**config.mk**
```make
export PLATFORM = sky130hd
export DESIGN_NAME = isa_cycle_engine_flat
export DESIGN_NICKNAME = d
export VERILOG_FILES = /design/src/rtl/isa_cycle_engine_if.sv /design/src/rtl/isa_cycle_engine.sv /design/src/flat_wrapper.sv
export SDC_FILE = /design/constraint.sdc
export NUM_CORES = 1
export LEC_CHECK = 0
export ABC_CLOCK_PERIOD_IN_PS = 2100
export CAP_MARGIN = 10
export CORE_MARGIN = 2
export CORE_UTILIZATION = 45
export CTS_BUF_LIST = sky130_fd_sc_hd__clkbuf_4 sky130_fd_sc_hd__clkbuf_8
export DETAILED_ROUTE_END_ITERATION = 6
export MAX_ROUTING_LAYER = met4
export PLACE_DENSITY = 0.79
export SLEW_MARGIN = 20
export SYNTH_ARGS = -nofsm -noshare
export SYNTH_HDL_FRONTEND = slang
export SYNTH_SLANG_ARGS = --single-unit
```
**constraint.sdc**
```tcl
create_clock -name clk -period 2.1 [get_ports clk]
set_input_delay 0.525 -clock clk [delete_from_list [all_inputs] [get_ports clk]]
set_output_delay 0.525 -clock clk [all_outputs]
set_load 0.1 [all_outputs]
```
**src/rtl/isa_cycle_engine_if.sv**
```systemverilog
// ----------------------------------------------------------------------------
// isa_cycle_engine_if
// Host-side command/response handshake of the ISA cycle engine.
//   cmd_valid/cmd_ready : one command per handshake
//   cmd_write/mem/wide  : cycle type (write, memory space, 16-bit)
//   cmd_addr/cmd_wdata  : cycle address and write data
//   rsp_valid           : one-cycle completion pulse
//   rsp_rdata           : read data, held until the next completion
//   rsp_timeout         : completion was an IOCHRDY timeout abort
// Modports: master = host (register file), slave = engine.
// ----------------------------------------------------------------------------
interface isa_cycle_engine_if #(
    parameter int ADDR_W = 16
);
    logic              cmd_valid;
    logic              cmd_ready;
    logic              cmd_write;
    logic              cmd_mem;
    logic              cmd_wide;
    logic [ADDR_W-1:0] cmd_addr;
    logic [15:0]       cmd_wdata;
    logic              rsp_valid;
    logic [15:0]       rsp_rdata;
    logic              rsp_timeout;

    modport master (
        output cmd_valid, cmd_write, cmd_mem, cmd_wide, cmd_addr, cmd_wdata,
        input  cmd_ready, rsp_valid, rsp_rdata, rsp_timeout
    );

    modport slave (
        input  cmd_valid, cmd_write, cmd_mem, cmd_wide, cmd_addr, cmd_wdata,
        output cmd_ready, rsp_valid, rsp_rdata, rsp_timeout
    );
endinterface

```
**src/rtl/isa_cycle_engine.sv**
```systemverilog
// ----------------------------------------------------------------------------
// isa_cycle_engine
// Runs one host command as an ISA I/O or memory cycle (8- or 16-bit) with
// programmable setup/strobe/hold timing, IOCHRDY wait states with timeout,
// a RESET pulse on the bus after reset release and IRQ rising-edge latching.
// Ports:
//   clk, reset        : bus clock, asynchronous active-low reset
//   host              : command/response handshake (slave modport)
//   bus_a, bus_d_out, bus_d_oe, bus_d_in : ISA address and data pins
//   bus_ale, bus_ior_n, bus_iow_n, bus_memr_n, bus_memw_n, bus_sbhe_n
//                     : ISA control outputs (strobes and SBHE active low)
//   bus_iochrdy       : device ready, low inserts wait states (asynchronous)
//   bus_reset         : ISA RESET, active high
//   irq_in, irq_clear, irq_pending : raw IRQ lines, per-line clear, latched edges
// ----------------------------------------------------------------------------
module isa_cycle_engine #(
    parameter int ADDR_W        = 16,
    parameter int SETUP_CYCLES  = 1,
    parameter int STROBE_CYCLES = 4,
    parameter int HOLD_CYCLES   = 1,
    parameter int READY_TIMEOUT = 256,
    parameter int NUM_IRQ       = 4,
    parameter int RESET_CYCLES  = 16
) (
    input  logic               clk,
    input  logic               reset,
    isa_cycle_engine_if.slave  host,
    output logic [ADDR_W-1:0]  bus_a,
    output logic [15:0]        bus_d_out,
    output logic               bus_d_oe,
    input  logic [15:0]        bus_d_in,
    output logic               bus_ale,
    output logic               bus_ior_n,
    output logic               bus_iow_n,
    output logic               bus_memr_n,
    output logic               bus_memw_n,
    output logic               bus_sbhe_n,
    input  logic               bus_iochrdy,
    output logic               bus_reset,
    input  logic [NUM_IRQ-1:0] irq_in,
    input  logic [NUM_IRQ-1:0] irq_clear,
    output logic [NUM_IRQ-1:0] irq_pending
);

    localparam logic [2:0] ST_RST    = 3'd0;
    localparam logic [2:0] ST_IDLE   = 3'd1;
    localparam logic [2:0] ST_SETUP  = 3'd2;
    localparam logic [2:0] ST_STROBE = 3'd3;
    localparam logic [2:0] ST_HOLD   = 3'd4;
    localparam logic [2:0] ST_DONE   = 3'd5;

    // One phase counter is shared by the reset pulse and every cycle phase.
    localparam int MAX_AB  = (SETUP_CYCLES > STROBE_CYCLES) ? SETUP_CYCLES : STROBE_CYCLES;
    localparam int MAX_CD  = (HOLD_CYCLES > RESET_CYCLES) ? HOLD_CYCLES : RESET_CYCLES;
    localparam int CNT_MAX = (MAX_AB > MAX_CD) ? MAX_AB : MAX_CD;
    localparam int CNT_W   = $clog2(CNT_MAX + 1);
    localparam int WAIT_W  = $clog2(READY_TIMEOUT + 1);

    localparam logic [CNT_W-1:0]  RST_LAST    = CNT_W'(RESET_CYCLES - 1);
    localparam logic [CNT_W-1:0]  SETUP_LAST  = CNT_W'(SETUP_CYCLES - 1);
    localparam logic [CNT_W-1:0]  STROBE_LAST = CNT_W'(STROBE_CYCLES - 1);
    localparam logic [CNT_W-1:0]  HOLD_LAST   = CNT_W'(HOLD_CYCLES - 1);
    localparam logic [WAIT_W-1:0] WAIT_LIMIT  = WAIT_W'(READY_TIMEOUT);

    logic [2:0]         state_q, state_d;
    logic [CNT_W-1:0]   cnt_q, cnt_d;
    logic [WAIT_W-1:0]  wait_q, wait_d;
    logic               write_q, write_d;
    logic               mem_q, mem_d;
    logic               wide_q, wide_d;       // effective width: odd address forces 8-bit
    logic [ADDR_W-1:0]  addr_q, addr_d;
    logic [15:0]        wdata_q, wdata_d;     // already byte-replicated for narrow writes
    logic [15:0]        cap_q, cap_d;         // data captured at strobe exit
    logic               timeout_q, timeout_d;
    logic [15:0]        rdata_q, rdata_d;
    logic               rdy_s1_q, rdy_s1_d;
    logic               rdy_s2_q, rdy_s2_d;
    logic [NUM_IRQ-1:0] irq_s1_q, irq_s1_d;
    logic [NUM_IRQ-1:0] irq_s2_q, irq_s2_d;
    logic [NUM_IRQ-1:0] irq_prev_q, irq_prev_d;
    logic [NUM_IRQ-1:0] irq_pend_q, irq_pend_d;

    logic               wide_eff;
    logic               in_cycle;
    logic               strobe_on;

    assign wide_eff = host.cmd_wide & ~host.cmd_addr[0];

    // ------------------------------------------------------------------
    // Cycle sequencer
    // ------------------------------------------------------------------
    always_comb begin
        // NOTE: every signal gets a default first so no path leaves it unassigned (no latches).
        state_d   = state_q;
        cnt_d     = cnt_q;
        wait_d    = wait_q;
        write_d   = write_q;
        mem_d     = mem_q;
        wide_d    = wide_q;
        addr_d    = addr_q;
        wdata_d   = wdata_q;
        cap_d     = cap_q;
        timeout_d = timeout_q;
        rdata_d   = rdata_q;

        case (state_q)
            ST_RST: begin
                if (cnt_q == RST_LAST) begin
                    state_d = ST_IDLE;
                    cnt_d   = '0;
                end else begin
                    cnt_d = cnt_q + CNT_W'(1);
                end
            end

            ST_IDLE: begin
                if (host.cmd_valid) begin
                    write_d   = host.cmd_write;
                    mem_d     = host.cmd_mem;
                    wide_d    = wide_eff;
                    addr_d    = host.cmd_addr;
                    wdata_d   = wide_eff ? host.cmd_wdata : {2{host.cmd_wdata[7:0]}};
                    timeout_d = 1'b0;
                    wait_d    = '0;
                    cnt_d     = '0;
                    state_d   = ST_SETUP;
                end
            end

            ST_SETUP: begin
                if (cnt_q == SETUP_LAST) begin
                    cnt_d   = '0;
                    state_d = ST_STROBE;
                end else begin
                    cnt_d = cnt_q + CNT_W'(1);
                end
            end

            ST_STROBE: begin
                // The counter parks on the last minimum cycle; from there on
                // every not-ready cycle is a wait state.
                if (cnt_q != STROBE_LAST) begin
                    cnt_d = cnt_q + CNT_W'(1);
                end else if (rdy_s2_q) begin
                    cap_d   = wide_q ? bus_d_in : {8'h00, bus_d_in[7:0]};
                    cnt_d   = '0;
                    state_d = ST_HOLD;
                end else if (wait_q == WAIT_LIMIT) begin
                    cap_d     = 16'hFFFF;
                    timeout_d = 1'b1;
                    cnt_d     = '0;
                    state_d   = ST_HOLD;
                end else begin
                    wait_d = wait_q + WAIT_W'(1);
                end
            end

            ST_HOLD: begin
                if (cnt_q == HOLD_LAST) begin
                    // Read data becomes visible together with rsp_valid.
                    if (!write_q) begin
                        rdata_d = cap_q;
                    end
                    state_d = ST_DONE;
                end else begin
                    cnt_d = cnt_q + CNT_W'(1);
                end
            end

            ST_DONE: begin
                state_d = ST_IDLE;
            end

            default: begin
                state_d = ST_RST;
                cnt_d   = '0;
            end
        endcase
    end

    // ------------------------------------------------------------------
    // Synchronisers and IRQ edge latching (active in every state)
    // ------------------------------------------------------------------
    always_comb begin
        rdy_s1_d   = bus_iochrdy;
        rdy_s2_d   = rdy_s1_q;
        irq_s1_d   = irq_in;
        irq_s2_d   = irq_s1_q;
        irq_prev_d = irq_s2_q;
        // A new edge wins over a clear arriving in the same cycle.
        irq_pend_d = (irq_pend_q & ~irq_clear) | (irq_s2_q & ~irq_prev_q);
    end

    always_ff @(posedge clk or negedge reset) begin
        if (!reset) begin
            state_q    <= ST_RST;
            cnt_q      <= '0;
            wait_q     <= '0;
            write_q    <= 1'b0;
            mem_q      <= 1'b0;
            wide_q     <= 1'b0;
            addr_q     <= '0;
            wdata_q    <= '0;
            cap_q      <= '0;
            timeout_q  <= 1'b0;
            rdata_q    <= '0;
            rdy_s1_q   <= 1'b1;
            rdy_s2_q   <= 1'b1;
            irq_s1_q   <= '0;
            irq_s2_q   <= '0;
            irq_prev_q <= '0;
            irq_pend_q <= '0;
        end else begin
            // NOTE: non-blocking assignments so every flop samples pre-edge values.
            state_q    <= state_d;
            cnt_q      <= cnt_d;
            wait_q     <= wait_d;
            write_q    <= write_d;
            mem_q      <= mem_d;
            wide_q     <= wide_d;
            addr_q     <= addr_d;
            wdata_q    <= wdata_d;
            cap_q      <= cap_d;
            timeout_q  <= timeout_d;
            rdata_q    <= rdata_d;
            rdy_s1_q   <= rdy_s1_d;
            rdy_s2_q   <= rdy_s2_d;
            irq_s1_q   <= irq_s1_d;
            irq_s2_q   <= irq_s2_d;
            irq_prev_q <= irq_prev_d;
            irq_pend_q <= irq_pend_d;
        end
    end

    // ------------------------------------------------------------------
    // Outputs: decoded from state flops, so an asynchronous reset drops
    // the strobes immediately, even in the middle of a cycle.
    // ------------------------------------------------------------------
    assign in_cycle  = (state_q == ST_SETUP) || (state_q == ST_STROBE) || (state_q == ST_HOLD);
    assign strobe_on = (state_q == ST_STROBE);

    assign host.cmd_ready   = (state_q == ST_IDLE);
    assign host.rsp_valid   = (state_q == ST_DONE);
    assign host.rsp_timeout = (state_q == ST_DONE) & timeout_q;
    assign host.rsp_rdata   = rdata_q;

    assign bus_reset  = (state_q == ST_RST);
    assign bus_a      = addr_q;
    assign bus_d_out  = wdata_q;
    assign bus_d_oe   = in_cycle & write_q;
    assign bus_ale    = (state_q == ST_SETUP) && (cnt_q == '0);
    assign bus_sbhe_n = ~(in_cycle & wide_q);
    assign bus_ior_n  = ~(strobe_on & ~mem_q & ~write_q);
    assign bus_iow_n  = ~(strobe_on & ~mem_q &  write_q);
    assign bus_memr_n = ~(strobe_on &  mem_q & ~write_q);
    assign bus_memw_n = ~(strobe_on &  mem_q &  write_q);

    assign irq_pending = irq_pend_q;

endmodule

```
**src/flat_wrapper.sv**
```systemverilog
// flat-port wrapper written by rule: the top's interface ports become plain ports
module isa_cycle_engine_flat 
#(
    parameter int ADDR_W        = 16,
    parameter int SETUP_CYCLES  = 1,
    parameter int STROBE_CYCLES = 4,
    parameter int HOLD_CYCLES   = 1,
    parameter int READY_TIMEOUT = 256,
    parameter int NUM_IRQ       = 4,
    parameter int RESET_CYCLES  = 16
)
  (clk, reset, bus_a, bus_d_out, bus_d_oe, bus_d_in, bus_ale, bus_ior_n, bus_iow_n, bus_memr_n, bus_memw_n, bus_sbhe_n, bus_iochrdy, bus_reset, irq_in, irq_clear, irq_pending, host_cmd_valid, host_cmd_write, host_cmd_mem, host_cmd_wide, host_cmd_addr, host_cmd_wdata, host_cmd_ready, host_rsp_valid, host_rsp_rdata, host_rsp_timeout);
  isa_cycle_engine_if #(.ADDR_W(ADDR_W)) host_i ();
  input  logic clk;
  input  logic reset;
  output logic [ADDR_W-1:0] bus_a;
  output logic [15:0] bus_d_out;
  output logic bus_d_oe;
  input  logic [15:0] bus_d_in;
  output logic bus_ale;
  output logic bus_ior_n;
  output logic bus_iow_n;
  output logic bus_memr_n;
  output logic bus_memw_n;
  output logic bus_sbhe_n;
  input  logic bus_iochrdy;
  output logic bus_reset;
  input  logic [NUM_IRQ-1:0] irq_in;
  input  logic [NUM_IRQ-1:0] irq_clear;
  output logic [NUM_IRQ-1:0] irq_pending;
  input wire logic [$bits(host_i.cmd_valid)-1:0] host_cmd_valid;
  input wire logic [$bits(host_i.cmd_write)-1:0] host_cmd_write;
  input wire logic [$bits(host_i.cmd_mem)-1:0] host_cmd_mem;
  input wire logic [$bits(host_i.cmd_wide)-1:0] host_cmd_wide;
  input wire logic [$bits(host_i.cmd_addr)-1:0] host_cmd_addr;
  input wire logic [$bits(host_i.cmd_wdata)-1:0] host_cmd_wdata;
  output wire logic [$bits(host_i.cmd_ready)-1:0] host_cmd_ready;
  output wire logic [$bits(host_i.rsp_valid)-1:0] host_rsp_valid;
  output wire logic [$bits(host_i.rsp_rdata)-1:0] host_rsp_rdata;
  output wire logic [$bits(host_i.rsp_timeout)-1:0] host_rsp_timeout;
  assign host_i.cmd_valid = host_cmd_valid;
  assign host_i.cmd_write = host_cmd_write;
  assign host_i.cmd_mem = host_cmd_mem;
  assign host_i.cmd_wide = host_cmd_wide;
  assign host_i.cmd_addr = host_cmd_addr;
  assign host_i.cmd_wdata = host_cmd_wdata;
  assign host_cmd_ready = host_i.cmd_ready;
  assign host_rsp_valid = host_i.rsp_valid;
  assign host_rsp_rdata = host_i.rsp_rdata;
  assign host_rsp_timeout = host_i.rsp_timeout;
  isa_cycle_engine #(.ADDR_W(ADDR_W), .SETUP_CYCLES(SETUP_CYCLES), .STROBE_CYCLES(STROBE_CYCLES), .HOLD_CYCLES(HOLD_CYCLES), .READY_TIMEOUT(READY_TIMEOUT), .NUM_IRQ(NUM_IRQ), .RESET_CYCLES(RESET_CYCLES)) u_core (.clk(clk), .reset(reset), .host(host_i), .bus_a(bus_a), .bus_d_out(bus_d_out), .bus_d_oe(bus_d_oe), .bus_d_in(bus_d_in), .bus_ale(bus_ale), .bus_ior_n(bus_ior_n), .bus_iow_n(bus_iow_n), .bus_memr_n(bus_memr_n), .bus_memw_n(bus_memw_n), .bus_sbhe_n(bus_sbhe_n), .bus_iochrdy(bus_iochrdy), .bus_reset(bus_reset), .irq_in(irq_in), .irq_clear(irq_clear), .irq_pending(irq_pending));
endmodule
```
# == Word-level counts from Yosys, hierarchy flattened ==
# Cells that the tools add are included.
# op_classes
multipliers,0
n_shift,0
n_mux,30
div_mod_pow,0
reduce_logical,14
eq_ne,19
n_addsub,2
bitwise_logic,25
n_lt_le_gt_ge,0
# op_table
cell,count
16-bit two-way mux,4
9-bit two-way mux,4
5-bit two-way mux,7
5-bit case mux with 6 select lines,1
3-bit two-way mux,7
3-bit case mux with 6 select lines,1
9-bit case mux with 2 select lines,1
2-bit inequality test (second input constant),6
1-bit bitwise AND,10
1-bit inverter,10
5-bit AND reduction,2
9-bit by 1-bit adder with 9-bit output (second input constant),1
9-bit equality test (second input constant),1
4-bit bitwise AND,2
4-bit inverter,2
3-bit by 2-bit equality test with 1-bit output (second input constant),2
3-bit equality test (second input constant),2
2-bit by 1-bit inequality test with 1-bit output (second input constant),3
3-bit AND reduction,2
6-bit AND reduction,1
5-bit by 1-bit adder with 5-bit output (second input constant),1
5-bit by 4-bit equality test with 1-bit output (second input constant),1
5-bit zero test,1
5-bit by 2-bit inequality test with 1-bit output (second input constant),1
12 further kinds,17
# totals
word_cells,107
ff_bits,103
mem_bits_ro,0
ram_bits,0
latchBits,0
memories,0
output_inout_bits,63

# == Logic depth before layout (Yosys ltp) ==
# Gate-level depths: netlist (run 1).
# depth
word_depth,5
ltp_mapped,7
mapped_depth_nobuf,7

# == Worst setup path after synthesis (run 1) ==
# Ideal clock, no wire load.
# synth_timing
path_type,register -> output
startpoint,register u_core.state_q[0]
endpoint,output host_rsp_timeout
stages_incl_launch_ff,5
slack_ps,-2095
t_arrival_ps,3670
path_cell_list,dfrtp_1 buf_2 inv_1 nor3_1 and2_1
# synth_between
elab_chain_cells,2
# synth_rtl
item,line,source
from (decl),isa_cycle_engine.sv:65,"logic [2:0] state_q, state_d;"
from (signal assigned),isa_cycle_engine.sv:215,state_q <= state_d;
3-bit equality test,--,
via host_rsp_valid,flat_wrapper.sv:38,output wire logic [$bits(host_i.rsp_valid)-1:0] host_rsp_valid;
1-bit bitwise AND,isa_cycle_engine.sv:244,assign host.rsp_timeout = (state_q == ST_DONE) & timeout_q;
to (decl),flat_wrapper.sv:40,output wire logic [$bits(host_i.rsp_timeout)-1:0] host_rsp_timeout;
# The timed path passes the listed nets, and every way through them passes these cells.

# == Worst setup path in the final report (run 1) ==
# layout_timing
startpoint,register u_core.cnt_q[1]
endpoint,output bus_ale
# layout_between
elab_chain_cells,2
# layout_rtl
item,line,source
from (decl),isa_cycle_engine.sv:66,"logic [CNT_W-1:0] cnt_q, cnt_d;"
from (signal assigned),isa_cycle_engine.sv:216,cnt_q <= cnt_d;
5-bit zero test,isa_cycle_engine.sv:251,assign bus_ale = (state_q == ST_SETUP) && (cnt_q == '0);
1-bit logical AND,isa_cycle_engine.sv:251,
to (decl),flat_wrapper.sv:20,output logic bus_ale;
# No other way between the ends.

==> flow_summary.json, run 1 <==
{
  "synth_warnings": 0,
  "synth.net_count": 495,
  "ys_ff_latch": 103,
  "worst_ep_required_time_ns": 1.57,
  "drtAntennaViolNets": 0,
  "antenna_found_initial": 0,
  "worst_pin_slew_ns": 0.555,
  "maxCapViolCount": 0,
  "power_density_nw_per_um2": 1570,
  "p_clk_share_pct": 12.1,
  "syn-instance-count": 426,
  "clock_latency_ns": 0.38,
  "clk_pin_slew_worst_paths_ns": 0.12,
  "slew_viol_final": 0,
  "rsz0062_at_grt": "true",
  "start_util_pct": 46.5,
  "cts.htree.levels": 3,
  "p_comb_share_pct": 58.6,
  "wirelength_microns": 11900,
  "async_reset_ff_share_pct": 100,
  "syn_area_sq_um": 4570,
  "post_drt_wl_per_cell_microns": 16.3,
  "dr_total_vias": 3875,
  "drc_errors": 0,
  "finClkSkew_ns": 0.0193,
  "seq_area_frac_synth_pct": 56.5,
  "die_y_microns": 105,
  "utilization_pct": 69.0,
  "synth_area_leaders": "dfrtp_1 (55%), nand2_1 (8.9%), mux2_2 (3.7%)",
  "holdCritPathClass": "in2async",
  "p_seq_share_pct": 29.4,
  "max_freq_mhz": 420,
  "avgViaCountPerCell": 5.32,
  "synth_flop_cell": "dfrtp_1",
  "cts.sink_count": 103,
  "cts_max_path_buffers": 2,
  "start_kind": "flop",
  "post-place-ws_ns": -0.0282,
  "hold_buffers": 0,
  "end_kind": "output port",
  "drive_above_1_share_pct": 35.0,
  "tritoncts": "built",
  "cts_made_buffers": 9,
  "ir_drop_mv": 1.35,
  "drt_iter0_drc": 149,
  "synth.most_common_cell": "nand2_1",
  "power_w": 0.0107,
  "die_w_microns": 105,
  "cts_root_buffer": "clkbuf_8",
  "worst_ep_arrival_time_ns": 1.86,
  "synth_common_cells": "nand2_1 (108), dfrtp_1 (101), inv_1 (23), o21ai_0 (17), mux2_2 (15)",
  "switching_share_pct": 52.7,
  "fin_crit_ns": 2.38,
  "outcome": "finished with violations",
  "core_area_sq_um": 9820,
  "internal_power_w": 0.00504,
  "fill_cells": 753,
  "p_leak_nw": 3.24,
  "die-area_sq_um": 11000,
  "hpwlAfterDp_microns": 8240,
  "grtUsageTotal_pct": 22.8,
  "synth_top_cell_area_share_pct": 55.3,
  "slew_headroom_pct": 63.0,
  "grt.overflow.total": 0,
  "synth_top_area_cell": "dfrtp_1",
  "numPortBuffers": 125,
  "grt_pass1_wl_microns": 19500,
  "fin_crit_sh_pct": 113,
  "cp_max_fo": 2,
  "setup-violations-final": 23,
  "avgSynthCellArea_sq_um": 10.7,
  "firstDrtPassIters": 4,
  "row_count": 36,
  "setup_ws_ns": -0.281,
  "power_switching_w": 0.00562,
  "yosysUniqueCellTypes": 53,
  "hold_violations": 0,
  "area_growth_syn_to_layout_pct": 48.5,
  "crit_type": "reg2out",
  "fin_setup_tns_ns": -3.68,
  "grt_pass1_vias": 4108,
  "nets": 659,
  "antenna_cells": 0,
  "place.gp.congestion": 0.878,
  "synth-edff-count": 0,
  "grt_max_degree": 41,
  "io_pins": 126,
  "violations": "negative setup slack"
}
## routing by layer
metal | wire (microns) | part of all wire [%] | GRT usage, %
met5 | 0 | 0 | -
met4 | 266 | 2.2 | 7.71
met1 | 4900 | 41 | 27.6
met3 | 721 | 6.1 | 4.80
met2 | 5990 | 50 | 38.0
## flip-flops by register name, indices dropped and copies added, names as in the netlist
name	count
u_core.bus_a	16
u_core.bus_d_out	16
u_core.cap_q	16
u_core.host.rsp_rdata	16
u_core.wait_q	9
u_core.cnt_q	5
u_core.irq_pending	4
u_core.irq_prev_d	4
u_core.irq_prev_q	4
u_core.irq_s1_q	4
u_core.state_q	3
u_core.mem_q	1
u_core.rdy_s1_q	1
u_core.rdy_s2_q	1
u_core.timeout_q	1
u_core.wide_q	1
u_core.write_q	1
## critical path, cell delays in order, from the launching register on
cell	delay, ns
dfrtp_1	0.41
inv_2	0.09
ha_4	0.13
or4b_4	0.47
nor3_4	0.18
buf_12	0.20
## final timing paths
kind                       slack [ns]  cells past startpoint                    startpoint                              endpoint
setup reg to reg                -0.21                      8   u_core.cnt_q[1]$_DFFE_PN0P_  u_core.host.rsp_rdata[5]$_DFFE_PN0P_
hold / removal                   0.13                      1                         reset           u_core.cap_q[8]$_DFFE_PN0P_
setup / recovery                -0.28                      5   u_core.cnt_q[1]$_DFFE_PN0P_                               bus_ale
max in group asynchronous        1.37                      2                         reset  u_core.host.rsp_rdata[5]$_DFFE_PN0P_
min in group clk                 0.36                      0  u_core.irq_s1_q[1]$_DFF_PN0_        u_core.irq_prev_d[1]$_DFF_PN0_
hold reg to reg                  0.36                      0  u_core.irq_s1_q[1]$_DFF_PN0_        u_core.irq_prev_d[1]$_DFF_PN0_
## placed cells by master, fill, tap and decap left out, drive strengths merged, types with 9 or more instances in the layout
cell type      Yosys  final
buf               10    115
clkbuf            13      9
clkdlybuf4s50      0     61
dfrtp            101    101
inv               23     27
mux2              25     25
mux2i             12     12
nand2            108    108
nand2b            10     10
nand4             12     12
o21a               9      9
o21ai             17     17
## repair_timing
action                                  4_1_cts  5_1_grt
resized for setup                            22       18
pin swaps                                     7        8
setup buffers                                13        8
endpoints found under the setup margin       23       45
cloned                                        1        0
hold endpoints to repair                      0        0
## per-stage QoR
step	area [sq um]	cells	hold WS, ns
after floorplan	4770	426	0.229
after global placement	6250	690	0.333
after detailed placement	6250	690	0.339
after CTS	6640	720	0.125
after global routing	6780	728	0.154
final	6780	728	0.125
## power by group through the flow
stage                     Sequential, W  Clock [W]  Combinational (W)
final                           0.00313    0.00128            0.00625
after global routing            0.00321    0.00139            0.00654
after CTS                       0.00311    0.00130            0.00604
after detailed placement        0.00314          0            0.00575
after global placement          0.00311          0            0.00565
after floorplan                 0.00522          0            0.00212
## final cells by class
cell class              count  area, sq um  area share (%)
flip-flops and latches    103         2580            38.1
multi-input cells         277         2000            29.5
repair buffers            176         1730            25.6
well taps                 133          166            2.45
clock buffers               9          124            1.83
inverters                  23         88.8            1.31
clock inverters             7         81.3            1.20
## kinds of logic (layout without fill, tap and decap cells)
family	count (synthesis)	after routing	share of synthesized area [%]
and+or+nand+nor	172	172	18.1
AOI/OAI and AO/OA	59	59	8.88
buffers and inverters	46	215	4.71
xor gates and xnor gates	3	3	0.575
adders and majority gates	6	6	1.64
muxes	37	37	9.62
DFF	103	103	56.5
(Power assumes the default switching activity.)
==> inputs of run 2 (changes only) <==
Settings changed: ABC_CLOCK_PERIOD_IN_PS 2100 to not set.
==> results of run 2 <==
The final DEF is identical to that of run 1; final timing and power are the same.
==> RTL edit 1: new RTL, flow settings as in run 2 <==
Make the reset (`reset`) synchronous in one clocked block. Comments in the files are not updated.
--- a/src/rtl/isa_cycle_engine.sv
+++ b/src/rtl/isa_cycle_engine.sv
@@ -191,7 +191,7 @@
         irq_pend_d = (irq_pend_q & ~irq_clear) | (irq_s2_q & ~irq_prev_q);
     end
 
-    always_ff @(posedge clk or negedge reset) begin
+    always_ff @(posedge clk) begin
         if (!reset) begin
             state_q    <= ST_RST;
             cnt_q      <= '0;
Check against the original RTL: differs if reset is asserted again (counterexample within 4 cycles, from zero or initial values and one cycle with reset low); with reset held inactive, the same outputs for 10 cycles.
==> RTL edit 1 against run 2 <==
  * The flow still finishes with violations (negative setup slack)
  * Non-clock buffer count is 13 lower
  * Design area is 7.3% lower
  * First-iteration DRC count is 8.7% higher
  * Fmax is 13% higher
  * Die area is 3.9% lower
  * Via count is 3.9% higher
  * Clock skew is 0.0078 ns lower
  * Synthesized area is 4.1% lower
  * Critical path type unchanged
  * Worst setup slack better by 0.28 ns
  * Sequential cell count stayed put
  * Wire length is 6.3% lower
Power is not compared: it rests on default switching activity, and its combinational part moved more than twofold at a synthesized area within 25%.
==> RTL edit 1: results (changes against run 2) <==
Placement
  – Placed wire-length estimate: 8055 microns (was 8244 microns)
  – Placed Area: 5961 sq um (was 6246 sq um)
  – Routability cong.: 0.9090 (was 0.8783)

Critical path
  – Largest stage delay, worst path: 0.34 ns (was 0.47 ns)
  – Critical path origin: u_core.cnt_q[3]$_SDFFE_PN0P_ (was u_core.cnt_q[1]$_DFFE_PN0P_)
  – CP Data Arrival Time: 1.58 ns (was 1.86 ns)
  – R2R setup slack: 0.07 ns (was -0.21 ns)
  – FF-to-FF End: u_core.cnt_q[2]$_SDFFE_PN0P_ (was u_core.host.rsp_rdata[5]$_DFFE_PN0P_)
  – Reg2reg start: u_core.cnt_q[0]$_SDFFE_PN0P_ (was u_core.cnt_q[1]$_DFFE_PN0P_)

Synth
  – Post-synthesis cell count: 504 (was 426)
  – Post-synth ARST share: 0 (was 1.000)
  – Distinct cells, synth: 44 (was 53)
  – Synth top area cells: dfxtp_1 (47%), nand2_1 (11%), a21boi_0 (7.9%) (was dfrtp_1 (55%), nand2_1 (8.9%), mux2_2 (3.7%))
  – Synth Area in Adders: 0.01713 (was 0.01644)
  – Synth Area in XOR/XNOR: 0 (was 0.005753)
  – Area fraction in compound gates after synthesis: 0.1990 (was 0.08877)
  – Top post-synthesis cells by count: nand2_1 (125), dfxtp_1 (103), a21boi_0 (46), clkbuf_1 (28), o211a_1 (26) (was nand2_1 (108), dfrtp_1 (101), inv_1 (23), o21ai_0 (17), mux2_2 (15))
  – Seq/Total Area, Yosys: 0.4706 (was 0.5649)
  – Primary FF master, synth: dfxtp_1 (was dfrtp_1)

STA
  – Worst Slack Setup Final: -0.0001043 ns (was -0.2813 ns)
  – Slew HR: 0.7324 (was 0.6302)
  – # setup viols final: 1 (was 23)
  – Setup TNS: -0.0001043 ns (was -3.680 ns)

Final layout
  – NumNets Final: 713 (was 659)
  – Layout cells sized above 1: 0.2280 (was 0.3496)
  – Final non-filler cell total: 782 (was 728)
  – Filler Cells Inserted: 824 (was 753)

GRT
  – Global-route wire length before repair: 17520 microns (was 19510 microns)
  – GRT Util Overall: 0.2165 (was 0.2276)
  – Number of global-route vias before repair: 3720 (was 4108)
  – Largest net degree at the start of global routing: 44 (was 41)

Run status
  – Violated checks: negative setup slack (unchanged)
  – Outcome: finished, violations left (unchanged)

Min path
  – Worst Hold Class: reg -> reg (was in -> async)

Detailed routing
  – First-pass DRT Iterations: 6 (was 4)

Clock tree
  – Clk_lat worst skew: 0.36 ns (was 0.38 ns)
RTL edit 1: what timing repair did:
action                                  4_1_cts  5_1_grt
hold endpoints to repair                      0        0
endpoints found under the setup margin       13       12
buffers inserted                              2        3
gates resized for setup                      18        9
pin swaps                                     3        5
RTL edit 1: area by class of cell:
type | instances | area, sq um | share of cell area
timing repair buffer | 163 | 1544 | 0.2457
multi-input combinational | 349 | 2225 | 0.3540
sequential | 103 | 2069 | 0.3293
clock buffer | 10 | 137.6 | 0.02190
tap | 133 | 166.4 | 0.02648
inverter | 18 | 67.56 | 0.01075
clock inverter | 6 | 75.07 | 0.01195
RTL edit 1: metal layers:
metal | up-vias | part of all wire | routed length, microns | track usage
met4 | 0 | 0.015 | 166 | 0.07487
met5 | - | 0 | 0 | -
met1 | 1884 | 0.43 | 4785 | 0.2628
met2 | 123 | 0.49 | 5443 | 0.3509
met3 | 12 | 0.066 | 732 | 0.05424
li1 | 2008 | - | - | -
==> RTL edit 2: new RTL, config.mk and constraints of run 2 <==
Without the edit above. `READY_TIMEOUT` is set to 256 in 2 places; all go to 128.
--- a/src/rtl/isa_cycle_engine.sv
+++ b/src/rtl/isa_cycle_engine.sv
@@ -18,7 +18,7 @@
     parameter int SETUP_CYCLES  = 1,
     parameter int STROBE_CYCLES = 4,
     parameter int HOLD_CYCLES   = 1,
-    parameter int READY_TIMEOUT = 256,
+    parameter int READY_TIMEOUT = 128,
     parameter int NUM_IRQ       = 4,
     parameter int RESET_CYCLES  = 16
 ) (
--- a/src/flat_wrapper.sv
+++ b/src/flat_wrapper.sv
@@ -5,7 +5,7 @@
     parameter int SETUP_CYCLES  = 1,
     parameter int STROBE_CYCLES = 4,
     parameter int HOLD_CYCLES   = 1,
-    parameter int READY_TIMEOUT = 256,
+    parameter int READY_TIMEOUT = 128,
     parameter int NUM_IRQ       = 4,
     parameter int RESET_CYCLES  = 16
 )
Behaviour: no difference found for any inputs over 10 cycles, from zero or initial values and one cycle with reset low; that may be too few to reach the edited logic, so the function may still have changed.
==> RTL edit 2 against run 2 <==
  * Synthesized cell count up 0.94%
  * Worst hold slack got worse by 0.0076 ns
  * Design area is 3.0% lower
  * Synthesized area shrank 1.2%
  * Sequential cell count decreased by 1
  * Core utilization down 1.4 points
  * Worst setup slack gained 0.28 ns
  * Fmax rose by 13%
  * Final cell count up 0.55%
  * Non-clock buffer count is 3 lower
  * Critical path depth fell by 1
  * The run still ends with negative setup slack left
  * Die area fell by 1.2%
  * Largest cell class unchanged
  * Total power is 5.5% lower
  * Wire length is 3.9% lower
==> RTL edit 2: results (changes against run 2) <==
STA
  – Worst hold slack: 0.1178 ns (was 0.1254 ns)
  – Worst Slack Setup Final: -0.003698 ns (was -0.2813 ns)
  – Setup TNS: -0.007288 ns (was -3.680 ns)
  – Final setup skew: 0.01725 ns (was 0.01931 ns)
  – # setup viols final: 2 (was 23)

GRT
  – M3 GR Usage: 0.04449 (was 0.04803)
  – M2 GR Usage: 0.3449 (was 0.3799)
  – GRT Util Overall: 0.2150 (was 0.2276)
  – Global-route wire length before repair: 18420 microns (was 19510 microns)
  – Largest net degree at the start of global routing: 55 (was 41)

Critical path
  – Worst setup endpoint: bus_memw_n (was bus_ale)
  – CP Data Arrival Time: 1.58 ns (was 1.86 ns)
  – FF-to-FF End: u_core.cap_q[0]$_DFFE_PN0P_ (was u_core.host.rsp_rdata[5]$_DFFE_PN0P_)
  – Largest stage delay, worst path: 0.50 ns (was 0.47 ns)
  – Reg2reg start: u_core.cnt_q[3]$_DFFE_PN0P_ (was u_core.cnt_q[1]$_DFFE_PN0P_)
  – Critical path origin: u_core.state_q[1]$_DFFE_PN0P_ (was u_core.cnt_q[1]$_DFFE_PN0P_)
  – Delay-heaviest family, CP: flip-flops (was simple AND/OR/NAND/NOR gates)
  – R2R cell count: 5 (was 8)
  – R2R setup slack: 0.06 ns (was -0.21 ns)
  – Slowest CP cell: dfrtp_2 (was or4b_4)

Power
  – Peak VDD IR: 1.188 mV (was 1.347 mV)

Placement
  – Placed Area: 6135 sq um (was 6246 sq um)
  – Placed wire-length estimate: 7851 microns (was 8244 microns)
  – Routability cong.: 0.9023 (was 0.8783)
  – Dpl cells: 696 (was 690)
  – Pre-CTS setup slack: -0.01876 ns (was -0.02824 ns)

Synth
  – Area fraction in compound gates after synthesis: 0.07101 (was 0.08877)
  – Synth Area in Adders: 0.01664 (was 0.01644)
  – Mux cell area share after synthesis: 0.1182 (was 0.09616)
  – Synth Area in XOR/XNOR: 0 (was 0.005753)
  – Synth top area share: 0.5548 (was 0.5534)
  – Distinct cells, synth: 46 (was 53)
  – Top post-synthesis cells by count: nand2_1 (121), dfrtp_1 (100), mux2_2 (33), inv_1 (22) (was nand2_1 (108), dfrtp_1 (101), inv_1 (23), o21ai_0 (17), mux2_2 (15))
  – Post-synthesis cell count: 430 (was 426)

Final layout
  – NumNets Final: 663 (was 659)
  – Final non-filler cell total: 732 (was 728)
  – Layout cells sized above 1: 0.3289 (was 0.3496)

Detailed routing
  – Met3 wire len: 614 microns (was 721 microns)
  – WL final: 11410 microns (was 11880 microns)
  – Initial DRC count: 154 (was 149)
  – Met2 routed WL: 5613 microns (was 5987 microns)
  – Vias per inst: 5.061 (was 5.323)

Run status
  – Violated checks: negative setup slack (unchanged)
  – Outcome: finished, violations left (unchanged)
-- RTL edit 2: cell count changes after synthesis, sizes merged, moves of 4 or more --
cell / before / now
mux2: 25 / 34
nand4: 12 / 1
nor2: 5 / 9
a211oi: 1 / 6
nand2: 108 / 121
o21a: 9 / 1
nand2b: 10 / 15
-- RTL edit 2: report_power, final --
part | internal [mW] | switching (mW)
Sequential | 2.56 | 0.449
Clock | 0.487 | 0.772
Combinational | 1.72 | 4.09
-- RTL edit 2: area by class of cell --
class                   instances  area, sq um
well taps                     133        166.4
inverters                      22        82.58
multi-input cells             286         1918
clock buffers                   9        123.9
flip-flops and latches        102         2562
clock inverters                 7        78.83
repair buffers                173         1647
fillers                       759         3151
-- RTL edit 2: repair_timing --
| item | CTS | global route |
|---|---|---|
| hold buffers | 0 | 0 |
| pin swaps | 1 | 3 |
| endpoints found under the hold margin | 0 | 0 |
| cloned | 0 | 0 |
| resized for setup | 11 | 16 |
| setup buffers | 11 | 9 |
| setup endpoints to repair | 11 | 31 |
